### config.mk
export PLATFORM = sky130hd
export DESIGN_NAME = bus_host_arbiter
export DESIGN_NICKNAME = d
export VERILOG_FILES = /design/src/rtl/bus_arb_pkg.sv /design/src/rtl/bus_arb_id_fifo.sv /design/src/rtl/bus_host_arbiter.sv
export SDC_FILE = /design/constraint.sdc
export NUM_CORES = 1
export LEC_CHECK = 0
export CAP_MARGIN = 0
export CORE_AREA = 2 2 124 126
export CTS_CLUSTER_DIAMETER = 50
export CTS_CLUSTER_SIZE = 10
export DETAILED_ROUTE_END_ITERATION = 12
export DIE_AREA = 0 0 126 128
export PLACE_DENSITY = 0.61
export RECOVER_POWER = 50
export SLEW_MARGIN = 10
export SYNTH_ARGS = -nofsm -noshare
export SYNTH_HDL_FRONTEND = slang
export SYNTH_SLANG_ARGS = --single-unit
### constraint.sdc
create_clock -name clk_i -period 2.6 [get_ports clk_i]
set_input_delay 0.52 -clock clk_i [delete_from_list [all_inputs] [get_ports clk_i]]
set_output_delay 0.52 -clock clk_i [all_outputs]
set_load 0.02 [all_outputs]
### src/rtl/bus_arb_pkg.sv
`default_nettype none
// ---------------------------------------------------------------------------
// bus_arb_pkg : shared types and round-robin winner selection for the arbiter
// Revision    : 1.0
// ---------------------------------------------------------------------------
package bus_arb_pkg;

  localparam int MaxHosts = 8;

  typedef logic [2:0] host_idx_t;

  // Unused request bits above NrHosts are zero, so scanning modulo MaxHosts
  // picks the same winner as scanning modulo NrHosts.
  function automatic host_idx_t rr_pick(input logic [MaxHosts-1:0] req,
                                        input host_idx_t ptr);
    host_idx_t winner;
    host_idx_t idx;
    logic      found;
    winner = ptr;
    found  = 1'b0;
    for (int i = 0; i < MaxHosts; i++) begin
      idx = ptr + host_idx_t'(i);
      if (!found && req[idx]) begin
        winner = idx;
        found  = 1'b1;
      end
    end
    return winner;
  endfunction

endpackage
`default_nettype wire

### src/rtl/bus_arb_id_fifo.sv
`default_nettype none
// ---------------------------------------------------------------------------
// bus_arb_id_fifo : ordering FIFO holding the host index of each outstanding
//                   request; Depth must be a power of two, 1..8
// Revision        : 1.0
// ---------------------------------------------------------------------------
module bus_arb_id_fifo
  import bus_arb_pkg::*;
#(
  parameter int Depth = 2
) (
  input  logic      clk_i,
  input  logic      rst_ni,
  input  logic      push,
  input  logic      pop,
  input  host_idx_t wdata,
  output host_idx_t rdata,
  output logic      full,
  output logic      empty
);

  localparam int PtrW = (Depth > 1) ? $clog2(Depth) : 1;
  localparam int CntW = $clog2(Depth) + 1;

  logic [PtrW-1:0] wptr_q, wptr_d;
  logic [PtrW-1:0] rptr_q, rptr_d;
  logic [CntW-1:0] cnt_q, cnt_d;
  host_idx_t       mem_q [Depth];
  host_idx_t       mem_d [Depth];
  logic            do_push;
  logic            do_pop;

  function automatic logic [PtrW-1:0] ptr_inc(input logic [PtrW-1:0] p);
    return (p == PtrW'(Depth - 1)) ? '0 : p + PtrW'(1);
  endfunction

  assign full    = (cnt_q == CntW'(Depth));
  assign empty   = (cnt_q == '0);
  assign do_push = push & ~full;
  assign do_pop  = pop & ~empty;
  assign rdata   = mem_q[rptr_q];

  always_comb begin
    mem_d  = mem_q;
    wptr_d = wptr_q;
    rptr_d = rptr_q;
    cnt_d  = cnt_q;
    if (do_push) begin
      mem_d[wptr_q] = wdata;
      wptr_d        = ptr_inc(wptr_q);
    end
    if (do_pop) begin
      rptr_d = ptr_inc(rptr_q);
    end
    case ({do_push, do_pop})
      2'b10:   cnt_d = cnt_q + CntW'(1);
      2'b01:   cnt_d = cnt_q - CntW'(1);
      default: cnt_d = cnt_q;
    endcase
  end

  always_ff @(posedge clk_i or negedge rst_ni) begin
    if (!rst_ni) begin
      wptr_q <= '0;
      rptr_q <= '0;
      cnt_q  <= '0;
      for (int i = 0; i < Depth; i++) begin
        mem_q[i] <= '0;
      end
    end else begin
      wptr_q <= wptr_d;
      rptr_q <= rptr_d;
      cnt_q  <= cnt_d;
      mem_q  <= mem_d;
    end
  end

endmodule
`default_nettype wire

### src/rtl/bus_host_arbiter.sv
`default_nettype none
// ---------------------------------------------------------------------------
// bus_host_arbiter : round-robin sharing of one device request port between
//                    NrHosts hosts, responses routed back in grant order.
//                    Optional host locking via BUS_ARB_LOCK_EN.
// Revision         : 1.0
// ---------------------------------------------------------------------------
module bus_host_arbiter
  import bus_arb_pkg::*;
#(
  parameter int NrHosts        = 2,
  parameter int DataWidth      = 32,
  parameter int AddressWidth   = 32,
  parameter int MaxOutstanding = 2
) (
  input  logic                    clk_i,
  input  logic                    rst_ni,

  input  logic                    host_req_i    [NrHosts],
  output logic                    host_gnt_o    [NrHosts],
  input  logic [AddressWidth-1:0] host_addr_i   [NrHosts],
  input  logic                    host_we_i     [NrHosts],
  input  logic [DataWidth/8-1:0]  host_be_i     [NrHosts],
  input  logic [DataWidth-1:0]    host_wdata_i  [NrHosts],
  output logic                    host_rvalid_o [NrHosts],
  output logic [DataWidth-1:0]    host_rdata_o  [NrHosts],
  output logic                    host_err_o    [NrHosts],
`ifdef BUS_ARB_LOCK_EN
  input  logic                    host_lock_i   [NrHosts],
`endif

  output logic                    out_req_o,
  input  logic                    out_gnt_i,
  output logic [AddressWidth-1:0] out_addr_o,
  output logic                    out_we_o,
  output logic [DataWidth/8-1:0]  out_be_o,
  output logic [DataWidth-1:0]    out_wdata_o,
  input  logic                    out_rvalid_i,
  input  logic [DataWidth-1:0]    out_rdata_i,
  input  logic                    out_err_i,

  output logic                    unexp_rsp_o
);

  localparam int PtrW = $clog2(NrHosts);
  typedef logic [PtrW-1:0] ptr_t;

  ptr_t                rr_ptr_q, rr_ptr_d;
  logic                unexp_q, unexp_d;
  logic [MaxHosts-1:0] req_vec;
  host_idx_t           win;
  host_idx_t           head;
  logic                fifo_full;
  logic                fifo_empty;
  logic                grant;
  logic                rsp_ok;
  logic                ptr_frozen;

`ifdef BUS_ARB_LOCK_EN
  logic      lock_q, lock_d;
  host_idx_t lock_idx_q, lock_idx_d;
  logic      win_lock;
  logic      held_lock;

  always_comb begin
    win_lock  = 1'b0;
    held_lock = 1'b0;
    for (int h = 0; h < NrHosts; h++) begin
      if (host_idx_t'(h) == win)        win_lock  = host_lock_i[h];
      if (host_idx_t'(h) == lock_idx_q) held_lock = host_lock_i[h];
    end
  end

  // Release only on an idle cycle of the owner with its lock dropped.
  always_comb begin
    lock_d     = lock_q;
    lock_idx_d = lock_idx_q;
    if (!lock_q) begin
      if (grant && win_lock) begin
        lock_d     = 1'b1;
        lock_idx_d = win;
      end
    end else if (!grant && !held_lock) begin
      lock_d = 1'b0;
    end
  end

  assign ptr_frozen = lock_q;
`else
  assign ptr_frozen = 1'b0;
`endif

  always_comb begin
    req_vec = '0;
    for (int h = 0; h < NrHosts; h++) begin
      req_vec[h] = host_req_i[h];
`ifdef BUS_ARB_LOCK_EN
      if (lock_q && (host_idx_t'(h) != lock_idx_q)) req_vec[h] = 1'b0;
`endif
    end
  end

  assign win       = rr_pick(req_vec, host_idx_t'(rr_ptr_q));
  // Reset gating keeps every output at zero while rst_ni is low.
  assign out_req_o = rst_ni & (|req_vec) & ~fifo_full;
  assign grant     = out_req_o & out_gnt_i;
  assign rsp_ok    = out_rvalid_i & ~fifo_empty;

  always_comb begin
    out_addr_o  = '0;
    out_we_o    = 1'b0;
    out_be_o    = '0;
    out_wdata_o = '0;
    for (int h = 0; h < NrHosts; h++) begin
      if (out_req_o && (host_idx_t'(h) == win)) begin
        out_addr_o  = host_addr_i[h];
        out_we_o    = host_we_i[h];
        out_be_o    = host_be_i[h];
        out_wdata_o = host_wdata_i[h];
      end
    end
  end

  always_comb begin
    for (int h = 0; h < NrHosts; h++) begin
      host_gnt_o[h]    = grant && (host_idx_t'(h) == win);
      host_rvalid_o[h] = rsp_ok && (host_idx_t'(h) == head);
      host_rdata_o[h]  = host_rvalid_o[h] ? out_rdata_i : '0;
      host_err_o[h]    = host_rvalid_o[h] & out_err_i;
    end
  end

  always_comb begin
    rr_ptr_d = rr_ptr_q;
    if (grant && !ptr_frozen) begin
      rr_ptr_d = (win == host_idx_t'(NrHosts - 1)) ? '0 : ptr_t'(win + host_idx_t'(1));
    end
    unexp_d = unexp_q | (out_rvalid_i & fifo_empty);
  end

  assign unexp_rsp_o = unexp_q;

  always_ff @(posedge clk_i or negedge rst_ni) begin
    if (!rst_ni) begin
      rr_ptr_q   <= '0;
      unexp_q    <= 1'b0;
`ifdef BUS_ARB_LOCK_EN
      lock_q     <= 1'b0;
      lock_idx_q <= '0;
`endif
    end else begin
      rr_ptr_q   <= rr_ptr_d;
      unexp_q    <= unexp_d;
`ifdef BUS_ARB_LOCK_EN
      lock_q     <= lock_d;
      lock_idx_q <= lock_idx_d;
`endif
    end
  end

  bus_arb_id_fifo #(
    .Depth (MaxOutstanding)
  ) u_id_fifo (
    .clk_i  (clk_i),
    .rst_ni (rst_ni),
    .push   (grant),
    .pop    (rsp_ok),
    .wdata  (win),
    .rdata  (head),
    .full   (fifo_full),
    .empty  (fifo_empty)
  );

endmodule
`default_nettype wire

==> out/metrics.sh <==
FIN_CRIT_SH_PCT=103.8
MOSTFREQUENTLAYOUTCELL='sky130_fd_sc_hd__clkdlybuf4s50_1'
TIMING.FINAL.HOLD_VIOLATIONS=0
AREA.GROWTH.SYNTH_TO_FINAL_PCT=191.2
MAX_SLEW_MARGIN_PCT=57.40
WORST_PIN_SLEW_NS=0.6390
PORTBUFFERS=317
WORST-ENDPOINT-ARRIVAL_NS=2.18
VIOLATIONS_IN_THE_FINAL_REPORTS='negative setup slack'
WHS_PATH_DEPTH=1
HP-START='unexp_rsp_o'
CTS-BUFFERS-INSERTED=3
DIEAREA_UM2=16130
FINAL.SETUP.TNS_NS=-3.539
FINAL_CELL_MIX='sky130_fd_sc_hd__clkdlybuf4s50_1, sky130_fd_sc_hd__dlygate4sd2_1, sky130_fd_sc_hd__and3_1'
TOTAL_GLOBAL_ROUTING_TRACK_UTILIZATION_PCT=17.98
RRSETUPSLACK_NS=0.57
SYNTHESIS.YOSYS.WARNINGS=0
R2R_END='u_id_fifo.cnt_q[1]'
DP_HPWL_MM=10.99
CRITPATHKIND='register to output port'
SYNTH_SEQ_CELLS=12
POSTROUTEWIRELENGTH_MM=16.36
SYNTH_FP_NETS=562
GRT_MAX_DEGREE=69
DIEHEIGHT_UM=128
SYNTHESIS.AREA_PER_INSTANCE_UM2=6.178
TRITONCTS='yes'
MAXCLOCKFREQUENCY_GHz=0.3704
GP_CONGESTION=0.8869
FINAL_CELL_COUNT_NO_FILL=902
ROW_COUNT=45
NUM_VIAS=4371
SYNTH_AREA_UM2=2366
WORST_SETUP_HOLD_PATH_CLK_SLEW_NS=0.04
CTS_MAX_LEVEL=1
OUTCOME='complete, but fails checks'
DETAIL_ROUTE.ITER0.VIOLATIONS=263
NETS=894
NUM_ANTENNA_CELLS=0
REQUIRED_NS=2.08
CAP_VIOL_MAX_COUNT=0
FIRST_GLOBAL_VIAS=4251
SYNTH_SEQ_AREA_SHARE_PCT=12.69
CLK_LATENCY_NS=0.24
DRT_FIRST_PASS_ITERS=4
MAXIMUM_CLOCK_PATH_BUFFER_COUNT=2
ANT_NETS=0
POWER-PER-CELL-AREA_nW_PER_UM2=1023
DRT-WIRELENGTH-PER-CELL_UM=18.13
BOUNDARYPINS=318
WORST_IR_DROP_VDD_uV=370.2
SYN_INST=383
RSZ_0062_RAISED_AFTER_GLOBAL_ROUTING='true'
DIE_X_UM=126
WORST_CLOCK_SKEW_NS=0.001382
POST-PLACE-CELLS=859
ANTENNA_FOUND_INITIAL=0
HOLD_PATH.CLASS='register to register'
WORSTPATHMAXFANOUT=6
LAYOUT_MIN_CYCLE_TIME_NS=2.699
REG2REG_FROM='u_id_fifo.cnt_q[1]'
SLEW_VIOL_FINAL=0
INITIAL_CORE_UTIL_PCT=15.92
CORE_AREA_UM2=14860
DRIVE_GT1_SHARE_PCT=35.99
CLK_ROOT_BUFFER_CELL='sky130_fd_sc_hd__clkbuf_16'
P_LEAK_nW=3.200
ROUTE.DETAILED.DRC=0
GLOBAL_ROUTE_WIRE_LENGTH_BEFORE_REPAIR_MM=23.38
TIMING.REG2REG.WORST_PATH_DEPTH=7
TRITONCTS_NUM_SINKS=12
SYNTH_CELL_TYPE_COUNT=35
ENDPOINT_KIND='output port'
SETUP_VIOLATIONS=121
DETAIL_ROUTE.VIAS_PER_CELL=4.846
POST-ROUTE-WORST-SETUP-SLACK_NS=-0.09948
TIMING.CRITICAL_PATH.FROM_TYPE='register'
HOLDPATHEND='unexp_rsp_o'
N_FILL_CELL=1456
GLOBALROUTEOVERFLOWTOTAL=0
## metrics by stage
step,hold slack [ns],utilization [%],cell area [um^2],power [mW],worst slack (ns)
final,0.4426,46.35,6889,7.048,-0.09948
after global routing,0.4827,46.35,6889,7.426,-0.1654
after CTS,0.3531,44.40,6600,6.570,-0.2053
after detailed placement,0.4496,39.73,5906,4.831,-0.9480
after global placement,0.4439,39.73,5906,4.771,-1.004
after floorplan,0.2244,-,2404,2.851,0.07997
## sequential cells by signal, summed over array words and instances (netlist names)
name              count
u_id_fifo.mem_q       6
u_id_fifo.rptr_q      1
u_id_fifo.wptr_q      1
u_id_fifo.cnt_q       2
unexp_rsp_o           1
rr_ptr_q              1
## repair_timing
action / in CTS / in global routing
setup endpoints to repair: 140 / 70
buffers inserted: 27 / 3
gates resized for setup: 513 / 136
hold buffers: 0 / 0
gates cloned: 9 / 3
pin swaps: 31 / 39
## worst max-delay path, cell delays in order (launching register included)
cell and delay, ns:
sky130_fd_sc_hd__dfrtp_2 0.42, sky130_fd_sc_hd__nor3b_4 0.25, sky130_fd_sc_hd__ha_4 0.25, sky130_fd_sc_hd__nor2b_4 0.13
sky130_fd_sc_hd__buf_6 0.11, sky130_fd_sc_hd__buf_6 0.12, sky130_fd_sc_hd__buf_12 0.13, sky130_fd_sc_hd__buf_16 0.14
sky130_fd_sc_hd__buf_6 0.11, sky130_fd_sc_hd__nand3_2 0.06, sky130_fd_sc_hd__a21oi_2 0.05, sky130_fd_sc_hd__buf_4 0.16
## power breakdown
| part | total (mW) | leakage [nW] | switching, mW | internal (mW) |
|---|---|---|---|---|
| Clock | 0.316 | 0.0442 | 0.0833 | 0.232 |
| Combinational | 6.41 | 3.01 | 3.22 | 3.19 |
| Sequential | 0.317 | 0.146 | 0.0608 | 0.257 |
## worst max path at each step
stage	start	cells past startpoint	endpoint	slack (ns)
after floorplan	host_req_i[0]	8	out_addr_o[21]	0.08
final	rr_ptr_q	11	out_addr_o[26]	-0.1
after CTS	rr_ptr_q	12	out_wdata_o[28]	-0.21
after global routing	rr_ptr_q	9	out_addr_o[26]	-0.17
after detailed placement	host_req_i[0]	8	out_addr_o[14]	-0.95
after global placement	host_req_i[0]	8	out_addr_o[14]	-1.00
## metal layers
layer  wire [um]  vias to the layer above  track usage (%)  share of wire, %
met5           0                        -                0                 0
li1            -                     2075                -                 -
met4         384                        0            5.753               2.3
met2        8448                      227            33.55                52
met1        6390                     2038            20.76                39
met3        1131                       31            3.172               6.9
## synthesized netlist by cell type
cell type                   n  share of area [%]
sky130_fd_sc_hd__a21oi_1   69                 15
sky130_fd_sc_hd__nand3_1   69                 15
sky130_fd_sc_hd__o21ai_0   69                 15
sky130_fd_sc_hd__and3_1    62                 16
sky130_fd_sc_hd__clkbuf_1  42                6.7
sky130_fd_sc_hd__dfrtp_1   12                 13
sky130_fd_sc_hd__buf_6      6                2.9
sky130_fd_sc_hd__buf_2      5                1.1
sky130_fd_sc_hd__nor2_1     5               0.79
sky130_fd_sc_hd__and2_1     4                1.1
sky130_fd_sc_hd__and3_2     4                1.3
sky130_fd_sc_hd__mux2_2     4                1.9
sky130_fd_sc_hd__nor2b_1    4                1.1
sky130_fd_sc_hd__xnor2_1    3                1.1
sky130_fd_sc_hd__ha_1       2                1.1
sky130_fd_sc_hd__nand2_1    2               0.32
sky130_fd_sc_hd__nor3_1     2               0.42
sky130_fd_sc_hd__xor2_1     2               0.74
sky130_fd_sc_hd__a21boi_4   1               0.79
sky130_fd_sc_hd__a21o_1     1               0.32
sky130_fd_sc_hd__a21oi_4    1               0.69
sky130_fd_sc_hd__and2b_1    1               0.32
sky130_fd_sc_hd__and3b_1    1               0.37
sky130_fd_sc_hd__buf_4      1               0.32
sky130_fd_sc_hd__inv_1      1               0.16
sky130_fd_sc_hd__mux2_4     1               0.63
sky130_fd_sc_hd__mux2i_1    1               0.42
sky130_fd_sc_hd__nand3b_1   1               0.32
sky130_fd_sc_hd__nor3b_1    1               0.32
sky130_fd_sc_hd__nor4b_1    1               0.37
sky130_fd_sc_hd__o21ai_1    1               0.21
sky130_fd_sc_hd__or2_2      1               0.26
sky130_fd_sc_hd__or3_4      1               0.48
sky130_fd_sc_hd__or3b_1     1               0.37
sky130_fd_sc_hd__or3b_4     1               0.48
## cells by family (layout without fill, tap and decap cells)
| family | Yosys count | in the layout | synth area share [%] |
|---|---|---|---|
| AO/OA/AOI/OAI | 142 | 142 | 31.20 |
| XOR/XNOR | 5 | 5 | 1.851 |
| adder cells (fa/ha/maj) | 2 | 2 | 1.057 |
| buffers and inverters | 55 | 386 | 11.05 |
| flip-flops | 12 | 12 | 12.69 |
| multiplexers | 6 | 6 | 2.961 |
| AND/OR/NAND/NOR | 161 | 161 | 39.19 |
## area by class of cell
cell class / count / area, um^2 / share of cell area, %
repair buffers: 381 / 3941 / 57.21
multi-input cells: 316 / 2318 / 33.65
flip-flops and latches: 12 / 301.5 / 4.377
well taps: 188 / 235.2 / 3.414
clock buffers: 4 / 88.84 / 1.290
inverters: 1 / 3.754 / 0.05449
Note: power is estimated with default switching activity, not from simulation.
